File: src/rtl/serial_add_ctrl_pkg.sv
// Shared definitions for the bit-serial adder controller: FSM encoding and default width.
package serial_add_ctrl_pkg;

    localparam int DEFAULT_WIDTH = 8;

    typedef enum logic [1:0] {
        S_IDLE = 2'd0,
        S_RUN  = 2'd1,
        S_DONE = 2'd2
    } state_t;

endpackage

File: src/rtl/serial_add_ctrl_fa_cell.sv
// 1-bit full adder built from two half adders whose carries are ORed together.
module fa_cell (
    input  logic i_a,
    input  logic i_b,
    input  logic i_c,
    output logic o_s,
    output logic o_co
);

    logic w_s1;
    logic w_c1;
    logic w_c2;

    assign w_s1 = i_a ^ i_b;
    assign w_c1 = i_a & i_b;
    assign o_s  = w_s1 ^ i_c;
    assign w_c2 = w_s1 & i_c;
    assign o_co = w_c1 | w_c2;

endmodule

File: src/rtl/serial_add_ctrl.sv
// Bit-serial WIDTH-bit adder: sequences one fa_cell LSB-first, one bit per clock.
module serial_add_ctrl
    import serial_add_ctrl_pkg::*;
#(
    parameter int WIDTH = DEFAULT_WIDTH
) (
    input  logic             clk,
    input  logic             rst,
    input  logic             start,
    input  logic [WIDTH-1:0] a,
    input  logic [WIDTH-1:0] b,
    input  logic             cin,
    output logic             ready,
    output logic             busy,
    output logic             done,
    output logic [WIDTH-1:0] sum,
    output logic             cout,
    output logic [1:0]       dbg_state
);

    localparam int             CW   = $clog2(WIDTH + 1);
    localparam logic [CW-1:0]  LAST = CW'(WIDTH - 1);

    state_t           r_state;
    logic [WIDTH-1:0] r_sa;
    logic [WIDTH-1:0] r_sb;
    logic [WIDTH-1:0] r_sum;
    logic [CW-1:0]    r_cnt;
    logic             r_carry;
    logic             r_cout;
    logic             r_ready;
    logic             r_busy;
    logic             r_done;
    logic             w_s;
    logic             w_co;

    fa_cell u_fa (
        .i_a  (r_sa[0]),
        .i_b  (r_sb[0]),
        .i_c  (r_carry),
        .o_s  (w_s),
        .o_co (w_co)
    );

    always_ff @(posedge clk or posedge rst) begin
        if (rst) begin
            r_state <= S_IDLE;
            r_sa    <= '0;
            r_sb    <= '0;
            r_sum   <= '0;
            r_cnt   <= '0;
            r_carry <= 1'b0;
            r_cout  <= 1'b0;
            r_ready <= 1'b1;
            r_busy  <= 1'b0;
            r_done  <= 1'b0;
        end else begin
            case (r_state)
                S_IDLE: begin
                    r_done <= 1'b0;
                    if (start) begin
                        r_sa    <= a;
                        r_sb    <= b;
                        r_carry <= cin;
                        r_sum   <= '0;
                        r_cnt   <= '0;
                        r_ready <= 1'b0;
                        r_busy  <= 1'b1;
                        r_state <= S_RUN;
                    end
                end
                S_RUN: begin
                    // Sum fills from the top so that after WIDTH shifts bit 0 sits at sum[0].
                    r_sa    <= r_sa >> 1;
                    r_sb    <= r_sb >> 1;
                    r_sum   <= (r_sum >> 1) | (WIDTH'(w_s) << (WIDTH - 1));
                    r_carry <= w_co;
                    r_cnt   <= r_cnt + 1'b1;
                    if (r_cnt == LAST) begin
                        r_cout  <= w_co;
                        r_busy  <= 1'b0;
                        r_done  <= 1'b1;
                        r_state <= S_DONE;
                    end
                end
                S_DONE: begin
                    r_done  <= 1'b0;
                    r_ready <= 1'b1;
                    r_state <= S_IDLE;
                end
                default: begin
                    r_done  <= 1'b0;
                    r_busy  <= 1'b0;
                    r_ready <= 1'b1;
                    r_state <= S_IDLE;
                end
            endcase
        end
    end

    assign ready     = r_ready;
    assign busy      = r_busy;
    assign done      = r_done;
    assign sum       = r_sum;
    assign cout      = r_cout;
    assign dbg_state = r_state;

endmodule

File: config.mk
export PLATFORM = sky130hd
export DESIGN_NAME = serial_add_ctrl
export DESIGN_NICKNAME = d
export VERILOG_FILES = /design/src/rtl/serial_add_ctrl_pkg.sv /design/src/rtl/serial_add_ctrl_fa_cell.sv /design/src/rtl/serial_add_ctrl.sv
export SDC_FILE = /design/constraint.sdc
export NUM_CORES = 1
export LEC_CHECK = 0
export CAP_MARGIN = 25
export CORE_MARGIN = 4
export CORE_UTILIZATION = 35
export DETAILED_ROUTE_END_ITERATION = 8
export GPL_TIMING_DRIVEN = 0
export RECOVER_POWER = 25
export SLEW_MARGIN = 15
export SYNTH_ARGS = -nofsm -noshare
export SYNTH_HDL_FRONTEND = slang
export SYNTH_HIERARCHICAL = 1
export SYNTH_SLANG_ARGS = --single-unit
File: constraint.sdc
create_clock -name clk -period 1.52 [get_ports clk]
set_input_delay 0.228 -clock clk [delete_from_list [all_inputs] [get_ports clk]]
set_output_delay 0.228 -clock clk [all_outputs]
set_load 0.01 [all_outputs]
==> impl_metrics.yaml <==
final_layout:
  area_delta_synth_final_pct: 31.64
  fin_util: 0.4841
  register_area_sq_um: 878.3
  fin_area_sq_um: 1978
  diodes: 0
  final_net_count: 187
  drive_above_1_share: 0.1687
  fillers: 373
  multi_input_area_sq_um: 550.5
power_and_ir_drop:
  ir_drop_mv: 0.5800
  finalPower_mw: 3.443
  p_per_area_nw_per_um2: 1740
  leakage_nw: 0.8660
synthesis:
  netlist_area_sq_um: 1503
  synthDistinctLibCells: 29
  synth-edff-count: 0
  syn_inst: 125
  avgSynthCellArea_sq_um: 12.02
  synthArstFlopShare: 1.000
  yosys_warnings: 6
  synthFlopType: "dfrtp_1"
  syn_nets: 147
  ys_seq_elements: 35
  seq_area_frac_synth: 0.5837
floorplanning:
  row_count: 23
  num_io_pins: 34
  die_area_sq_um: 5406
  fp.dieH_microns: 73.53
  coreArea_sq_um: 4086
  floorplan.initialDensity: 0.3677
  fp.dieW_microns: 73.53
global_route:
  grt.met2_usage: 0.2008
  met1_usage: 0.1729
  grt_overflow_total: 0
  grtUsageTotal: 0.1339
  met3_usage: 0.05472
  top_usage_layer: "met2"
  grt_max_degree: 36
  antenna_found_initial: 0
  grt_pass1_vias: 1154
  grt_pass1_wl_microns: 5423
sta:
  max_slew_margin: 0.5107
  grt_setup_unrepaired: "false"
  min_period_ns: 1.441
  finalCritPeriodShare: 0.9483
  max_slew.worst_pin.slew_ns: 0.7328
  finalHoldViolCount: 0
  holdWs_ns: 0.4913
  skew_ns: 0.003386
  slew_viol_final: 0
  fin_setup_tns_ns: 0
  setup_viol: 0
  fmax_mhz: 693.8
worst_hold_path:
  hold_class: "reg2reg"
detailed_routing:
  vias: 1121
  initialDrtViolationCount: 93
  wirelength_microns: 3222
  remaining_drc_errors: 0
  first_pass_iters: 4
  postRouteAntennaNets: 0
  routed_via_density: 5.190
  wire_per_inst_microns: 14.92
critical_path:
  worstPathArrival_ns: 1.21
  crit_fanout: 3
  cp_num_buf_inv: 1
  crit_path_max_incr_delay_ns: 0.55
  crit_path_end_kind: "primary output"
  worstSetupPathType: "reg2out"
  path_cells: "clkdlybuf4s50_1"
  slowest_stage: "clkdlybuf4s50_1"
  critical_path_required_ns: 1.29
  cp_top_family: "buffers and inverters"
  critPathLaunchType: "flop"
clock_network:
  cts-hold-fix-buffers: 0
  clk_pin_slew_worst_paths_ns: 0.07
  worstSkewPairLatency_ns: 0.28
  clk_path_buf_depth: 2
  h-tree-depth: 2
  tritoncts: "yes"
  clock-sinks: 35
  clockRootBuffer: "clkbuf_8"
  cts_buffers: 5
place:
  placement.io_buffers: 33
  gp_congestion: 0.7390
  dp_hpwl_microns: 2358
  placed_area_sq_um: 1896
flow_run:
  cap_viol_max_count: 0
outcome:
  outcome: "completed"
==> sequential cells by signal, summed over array words and instances (netlist names) <==
register,count
dbg_state,2
r_sb,8
done,1
r_sa,8
busy,1
ready,1
sum,8
cout,1
r_carry,1
r_cnt,4
==> timing repair <==
item	CTS	global route
setup buffers	0	0
gates resized for setup	3	0
endpoints found under the setup margin	2	0
==> logic make-up (layout without fill, tap and decap cells) <==
logic type,count (synthesis),count (layout),share of synthesized area
AO/OA/AOI/OAI,50,50,0.2356
adder cells (fa/ha/maj),2,2,0.02165
buffers and inverters,11,52,0.04995
flip-flops,35,35,0.5837
multiplexers,3,3,0.02498
AND/OR/NAND/NOR,24,24,0.08410
==> final cells by class <==
cell class	instances	area share
plain buffers	9	0.03416
clock buffers	5	0.03479
clock inverters	3	0.007590
inverters	2	0.003795
multi-input cells	79	0.2783
flip-flops and latches	35	0.4440
well taps	50	0.03163
repair buffers	33	0.1657
==> final timing paths <==
path                       cells past startpoint                 start  slack [ns]                        to
max                                            1    sum[7]$_DFFE_PP0P_        0.08                    sum[7]
min                                            2   r_sa[1]$_DFFE_PP0P_        0.49       r_sa[1]$_DFFE_PP0P_
max reg2reg                                    4  r_cnt[0]$_DFFE_PP0P_        0.10          cout$_DFFE_PP0P_
min reg2reg                                    2   r_sa[1]$_DFFE_PP0P_        0.49       r_sa[1]$_DFFE_PP0P_
max in group asynchronous                      2                   rst        0.49  dbg_state[0]$_DFFE_PP0P_
min in group asynchronous                      2                   rst        0.52          done$_DFFE_PP0P_
==> cell usage after synthesis (2+ instances only) <==
cell type	count	share of area
nor2_1	2	0.0050
a21o_1	2	0.010
buf_4	2	0.010
buf_2	3	0.010
buf_6	3	0.022
a22oi_1	15	0.075
dfrtp_1	34	0.57
mux2_2	2	0.015
nand2_1	15	0.037
a21oi_1	2	0.0067
inv_1	2	0.0050
a22o_1	12	0.070
o21ai_1	8	0.027
o21ai_0	8	0.027
==> report_power, final <==
part	internal, mW	switching [mW]	total [mW]	leakage, nW
registers	1.27	0.240	1.51	0.452
logic	0.731	0.560	1.29	0.366
clock network	0.313	0.328	0.641	0.0477
==> per-stage QoR <==
step                setup slack [ns]  cells
floorplan                     0.1799    125
global placement             -0.2601    208
detailed placement          -0.02470    208
CTS                          0.06184    216
global route                 0.01295    216
finish                       0.07859    216
==> cells in the final DEF (no fill, tap or decap), types with 2 or more instances in the layout <==
cell type / count
nor2_1: 2
o21ai_0: 8
o21ai_1: 8
mux2_2: 2
clkinv_2: 3
a21o_1: 2
dlygate4sd2_1: 2
a22o_1: 12
nand2_1: 15
buf_4: 2
buf_6: 3
buf_2: 3
clkdlybuf4s50_1: 30
dfrtp_1: 33
a21oi_1: 2
clkbuf_8: 5
a22oi_1: 15
==> metal layers <==
metal	vias to the layer above	share of wire
li1	535	-
met1	546	0.45
met3	8	0.063
met5	-	0
met4	0	0.017
met2	32	0.47
No activity file was read; power rests on OpenSTA's default activity.
